$ cat src/rtl/uart_apb_master.sv
// UART-driven APB initiator. Parses CMD/ADDR/DATA frames from the UART
// receive byte stream, runs one APB read or write per frame and sends a
// status byte (plus read data for reads) back through the UART transmitter.
module uart_apb_master #(
    parameter int TIMEOUT_CYCLES = 1_000_000,  // inter-byte gap limit, must be >= 2
    parameter int PREADY_TIMEOUT = 255         // ACCESS-phase limit, must be >= 1
) (
    input  logic        clk,
    input  logic        reset_n,
    input  logic [7:0]  rx_data,
    input  logic        rx_valid,
    input  logic        rx_err,
    output logic [7:0]  tx_data,
    output logic        tx_send,
    input  logic        tx_done,
    output logic [4:0]  paddr,
    output logic        psel,
    output logic        penable,
    output logic        pwrite,
    output logic [31:0] pwdata,
    input  logic [31:0] prdata,
    input  logic        pready,
    input  logic        pslverr,
    output logic        busy,
    output logic        frame_err
);

    localparam int GW = $clog2(TIMEOUT_CYCLES + 1);
    localparam int AW = (PREADY_TIMEOUT > 1) ? $clog2(PREADY_TIMEOUT) : 1;
    localparam logic [GW-1:0] GAP_LAST = GW'(TIMEOUT_CYCLES - 1);
    localparam logic [AW-1:0] ACC_LAST = AW'(PREADY_TIMEOUT - 1);

    localparam logic [7:0] CMD_WR  = 8'h57;  // 'W'
    localparam logic [7:0] CMD_RD  = 8'h52;  // 'R'
    localparam logic [7:0] RSP_OK  = 8'h4B;  // 'K'
    localparam logic [7:0] RSP_ERR = 8'h45;  // 'E'
    localparam logic [7:0] RSP_UNK = 8'h3F;  // '?'

    typedef enum logic [3:0] {
        IDLE, ADDR, DATA0, DATA1, DATA2, DATA3,
        SETUP, ACCESS, RESP, RESP_WAIT
    } state_t;

    state_t         state;
    logic [GW-1:0]  gap_cnt;    // cycles since the last frame byte, counting the current one
    logic [AW-1:0]  acc_cnt;    // ACCESS cycles already spent without pready
    logic [31:0]    resp_buf;   // read data still to be sent, LSB first
    logic [2:0]     resp_left;  // bytes still to send after the current one
    logic           apb_ok;

    assign apb_ok = pready & ~pslverr;
    assign busy   = (state != IDLE);

    // Frame parser, APB sequencer and response sequencer in one registered FSM
    always_ff @(posedge clk or negedge reset_n) begin
        if (!reset_n) begin
            state     <= IDLE;
            gap_cnt   <= '0;
            acc_cnt   <= '0;
            resp_buf  <= '0;
            resp_left <= '0;
            tx_data   <= '0;
            tx_send   <= 1'b0;
            paddr     <= '0;
            psel      <= 1'b0;
            penable   <= 1'b0;
            pwrite    <= 1'b0;
            pwdata    <= '0;
            frame_err <= 1'b0;
        end else begin
            tx_send   <= 1'b0;
            frame_err <= 1'b0;
            case (state)
                IDLE: begin
                    if (rx_valid) begin
                        if (rx_data == CMD_WR || rx_data == CMD_RD) begin
                            pwrite  <= (rx_data == CMD_WR);
                            gap_cnt <= GW'(1);
                            state   <= ADDR;
                        end else begin
                            // Unknown command: drop it and answer '?'
                            frame_err <= 1'b1;
                            tx_data   <= RSP_UNK;
                            tx_send   <= 1'b1;
                            resp_left <= '0;
                            state     <= RESP;
                        end
                    end
                end
                ADDR, DATA0, DATA1, DATA2, DATA3: begin
                    if (rx_err) begin
                        frame_err <= 1'b1;
                        state     <= IDLE;
                    end else if (rx_valid) begin
                        gap_cnt <= GW'(1);
                        if (state == ADDR) paddr <= rx_data[4:0];
                        else               pwdata <= {rx_data, pwdata[31:8]};  // LSB arrives first
                        psel <= (state == DATA3) || (state == ADDR && !pwrite);
                        case (state)
                            ADDR:    state <= pwrite ? DATA0 : SETUP;
                            DATA0:   state <= DATA1;
                            DATA1:   state <= DATA2;
                            DATA2:   state <= DATA3;
                            default: state <= SETUP;
                        endcase
                    end else if (gap_cnt == GAP_LAST) begin
                        frame_err <= 1'b1;
                        state     <= IDLE;
                    end else begin
                        gap_cnt <= gap_cnt + GW'(1);
                    end
                end
                SETUP: begin
                    penable <= 1'b1;
                    acc_cnt <= '0;
                    state   <= ACCESS;
                end
                ACCESS: begin
                    // Completion or abort; a missing pready counts as an error
                    if (pready || acc_cnt == ACC_LAST) begin
                        psel      <= 1'b0;
                        penable   <= 1'b0;
                        tx_data   <= apb_ok ? RSP_OK : RSP_ERR;
                        tx_send   <= 1'b1;
                        resp_buf  <= apb_ok ? prdata : 32'h0;
                        resp_left <= pwrite ? 3'd0 : 3'd4;
                        state     <= RESP;
                    end else begin
                        acc_cnt <= acc_cnt + AW'(1);
                    end
                end
                RESP: begin
                    state <= RESP_WAIT;
                end
                RESP_WAIT: begin
                    if (tx_done) begin
                        if (resp_left != 3'd0) begin
                            tx_data   <= resp_buf[7:0];
                            resp_buf  <= {8'h00, resp_buf[31:8]};
                            resp_left <= resp_left - 3'd1;
                            tx_send   <= 1'b1;
                            state     <= RESP;
                        end else begin
                            state <= IDLE;
                        end
                    end
                end
                default: state <= IDLE;
            endcase
        end
    end

endmodule
$ cat config.mk
export PLATFORM = sky130hd
export DESIGN_NAME = uart_apb_master
export DESIGN_NICKNAME = d
export VERILOG_FILES = /design/src/rtl/uart_apb_master.sv
export SDC_FILE = /design/constraint.sdc
export NUM_CORES = 1
export LEC_CHECK = 0
export CORE_ASPECT_RATIO = 1.75
export CORE_MARGIN = 2
export CORE_UTILIZATION = 55
export CTS_BUF_LIST = sky130_fd_sc_hd__clkbuf_4
export DETAILED_ROUTE_END_ITERATION = 6
export PLACE_DENSITY = 0.93
export SLEW_MARGIN = 20
export SYNTH_ARGS = -nofsm -noshare
export SYNTH_HDL_FRONTEND = slang
export SYNTH_SLANG_ARGS = --single-unit
$ cat constraint.sdc
create_clock -name clk -period 2.5 [get_ports clk]
set_input_delay 0.375 -clock clk [delete_from_list [all_inputs] [get_ports clk]]
set_output_delay 0.375 -clock clk [all_outputs]
set_load 0.005 [all_outputs]
==> results by group <==
Clock tree
  – H-tree Lvls: 4
  – Cts bufs inserted: 17
  – # clock sinks: 117
  – Post-CTS Setup Inserts: 0
  – Max clock buf depth: 2
  – Clock transition at path regs: 110 ps
  – CTS tree: built
  – Root Driver: clkbuf_4
  – Worst-Skew Late Latency: 530 ps

Route
  – Vias/cell: 6.02
  – DRC: 0
  – Total Wirelength: 14400 um
  – Top layer in use: met4
  – Met3 WL post-DR: 672 um
  – WL met2: 8050 um
  – Via count: 4974
  – Routed length per placed instance: 17.4 um
  – Met1 WL: 5160 um
  – DR pass1 iterations: 5
  – Detail Route Antenna Nets: 0
  – DRT iter0 DRCs: 424

Job
  – Max-cap violations: 0

Finish
  – Area of the multi-input gates: 0.00251 mm^2
  – Share of cells above drive strength 1: 17.4%
  – Layout Cells excl Fill: 826
  – # nets final: 739
  – Area grow syn2layout: 29.8%
  – Reg area: 0.00293 mm^2
  – Fillers: 673

GRT
  – Initial antenna violation count: 1
  – Gr ovfl total: 0
  – Global Route Usage Sum: 27.4%
  – Vias in the first global route: 4935
  – First-pass GRT wire length: 22900 um
  – Largest net degree at the start of global routing: 65

Logic synthesis
  – Synth Instances: 568
  – List of most frequent post-synthesis cells: 117 x dfrtp_1, 58 x nor2_1, 55 x nand2_1
  – Post-synth top area share: 52.6%
  – Yosys Warn Count: 0
  – Syn_nets: 620
  – Synth unique cells: 52
  – Sequential area share after synthesis: 52.6%
  – Mapped cell area: 0.00557 mm^2
  – #FFs+latches synth: 117
  – EDFF count, synth: 0
  – Primary FF master, synth: dfrtp_1
  – Most common cell in the netlist: dfrtp_1
  – Asr flop ratio synth: 100%
  – Main area contributors after synthesis: dfrtp_1 53%, mux2_2 7.5%, nand3_1 4.6%
  – Dominant cell type by area after synthesis: dfrtp_1
  – Syn avg cell area: 9.81 um^2

Setup path
  – WP data required: 2940 ps
  – Critical-path maximum fanout: 10
  – Type of origin of the critical path: register
  – Critical path arrival: 2850 ps
  – Crit. End Element: register
  – Worst setup path class: reg -> reg
  – Cells on worst reg2reg path: 6

STA
  – Max Clk Rate: 414 MHz
  – Time the worst path needs with I/O delays and setup: 2410 ps
  – Slew margin rel.: 60.1%
  – Clock Skews: 18.9 ps
  – RSZ-0062 raised after global routing: no
  – Final count of hold timing violations: 0
  – Period utilisation layout: 96.6%
  – Worst Max-Slew Pin Slew: 599 ps
  – Slew Limit Fails: 0
  – Final setup TNS: 0 ps
  – Final setup viols: 0

Placed design
  – Count of port buffers added during placement: 97
  – Dpl cells: 792
  – Hpwl dp: 10400 um
  – Placer's final routability congestion estimate: 0.870

Pwr
  – Leak pwr: 3.07 nW
  – Total power: 0.00610 W
  – Worst vdd ir: 0.000718 V
  – PwrDens: 843 mW/mm^2

Hold path
  – Worst Hold Class: in -> reg
  – Worst Hold Path Cells: 3

Status
  – Outcome: finished, final reports clean

Die
  – Die W: 80.1 um
  – Starting density of the core: 56.6%
  – Num rows: 48
  – Top Ports: 98
  – Die area: 0.0110 mm^2
  – Overall die height: 137 um
  – Core area: 0.00985 mm^2
-- what timing repair did --
item | CTS | global route
hold buffers | 1 | 0
endpoints found under the hold margin | 46 | 0
gates resized for setup | 2 | 8
setup endpoints to repair | 4 | 11
gates cloned | 0 | 0
-- where the power goes --
part	switching [W]	internal, W	total (W)
clock network	0.000719	0.000578	0.00130
logic	0.00108	0.00104	0.00212
registers	0.000299	0.00238	0.00268
total	0.00210	0.00400	0.00610
-- area by class of cell --
class	instances	area share (%)
Sequential cell	117	40.5
Inverter	18	0.935
Antenna cell	1	0.0346
Clock buffer	17	1.77
Timing Repair Buffer	134	18.0
Tap cell	125	2.16
Multi-Input combinational cell	399	34.7
Clock inverter	15	1.92
-- cell usage in the layout, fill, tap and decap left out, types with 7 or more instances in the layout --
cell               n
inv_1             18
mux2_2            37
nor3_1            12
nand2_1           55
dfrtp_1          117
and3_1             7
nand4_1            7
nand3_1           51
clkbuf_4          17
buf_4             33
o21ai_0           30
clkdlybuf4s50_1   96
nor2_1            58
a21oi_1           21
a31oi_1           30
-- state kept, by name, indices dropped and copies added (netlist names) --
register	count
acc_cnt	8
frame_err	1
gap_cnt	20
paddr	5
penable	1
psel	1
pwdata	32
pwrite	1
resp_buf	32
resp_left	3
state	4
tx_data	8
tx_send	1
-- critical path, cell delays in order, from the launching register on --
cell and delay (ps):
dfrtp_1 400, or4_4 540, or4_4 590, o31ai_4 320, nand2_2 130, buf_12 170
a31oi_1 150
-- cells by family after synthesis --
group / count (synthesis) / share of synthesized area (%)
XOR/XNOR: 7 / 1.10
multiplexers: 40 / 8.02
flip-flops: 117 / 52.6
AO/OA/AOI/OAI: 118 / 13.7
buffers and inverters: 52 / 3.71
adder cells (fa/ha/maj): 5 / 1.12
AND/OR/NAND/NOR: 229 / 19.8
-- path summary, 6_finish.rpt --
| check | endpoint | from | slack [ps] |
|---|---|---|---|
| hold / removal | resp_buf[27]$_DFFE_PN0P_ | prdata[27] | 410 |
| setup / recovery | gap_cnt[5]$_DFFE_PN0P_ | gap_cnt[6]$_DFFE_PN0P_ | 90 |
| max in group asynchronous | resp_buf[0]$_DFFE_PN0P_ | reset_n | 1360 |
| min in group asynchronous | frame_err$_DFF_PN0_ | reset_n | 420 |
| hold reg to reg | resp_left[0]$_DFFE_PN0P_ | resp_left[0]$_DFFE_PN0P_ | 480 |
| setup reg to reg | gap_cnt[5]$_DFFE_PN0P_ | gap_cnt[6]$_DFFE_PN0P_ | 90 |
-- per-stage QoR --
step | utilization (%) | area, um^2 | hold WS (ps) | setup slack [ps]
6_report | 73.4 | 7230 | 414 | 85.6
5_1_grt | 73.4 | 7230 | 394 | 4.24
4_1_cts | 73.0 | 7190 | 385 | 51.5
3_5_place_dp | 70.2 | 6910 | 421 | -47.4
3_3_place_gp | 70.2 | 6910 | 415 | 17.3
2_1_floorplan | - | 5570 | 79.4 | 163
-- metal layers --
layer / up-vias / global-route usage, %
li1: 2285 / -
met1: 2443 / 29.3
met2: 202 / 49.4
met3: 44 / 6.33
met4: 0 / 13.9
met5: - / 0
No activity file was read; power rests on OpenSTA's default activity.
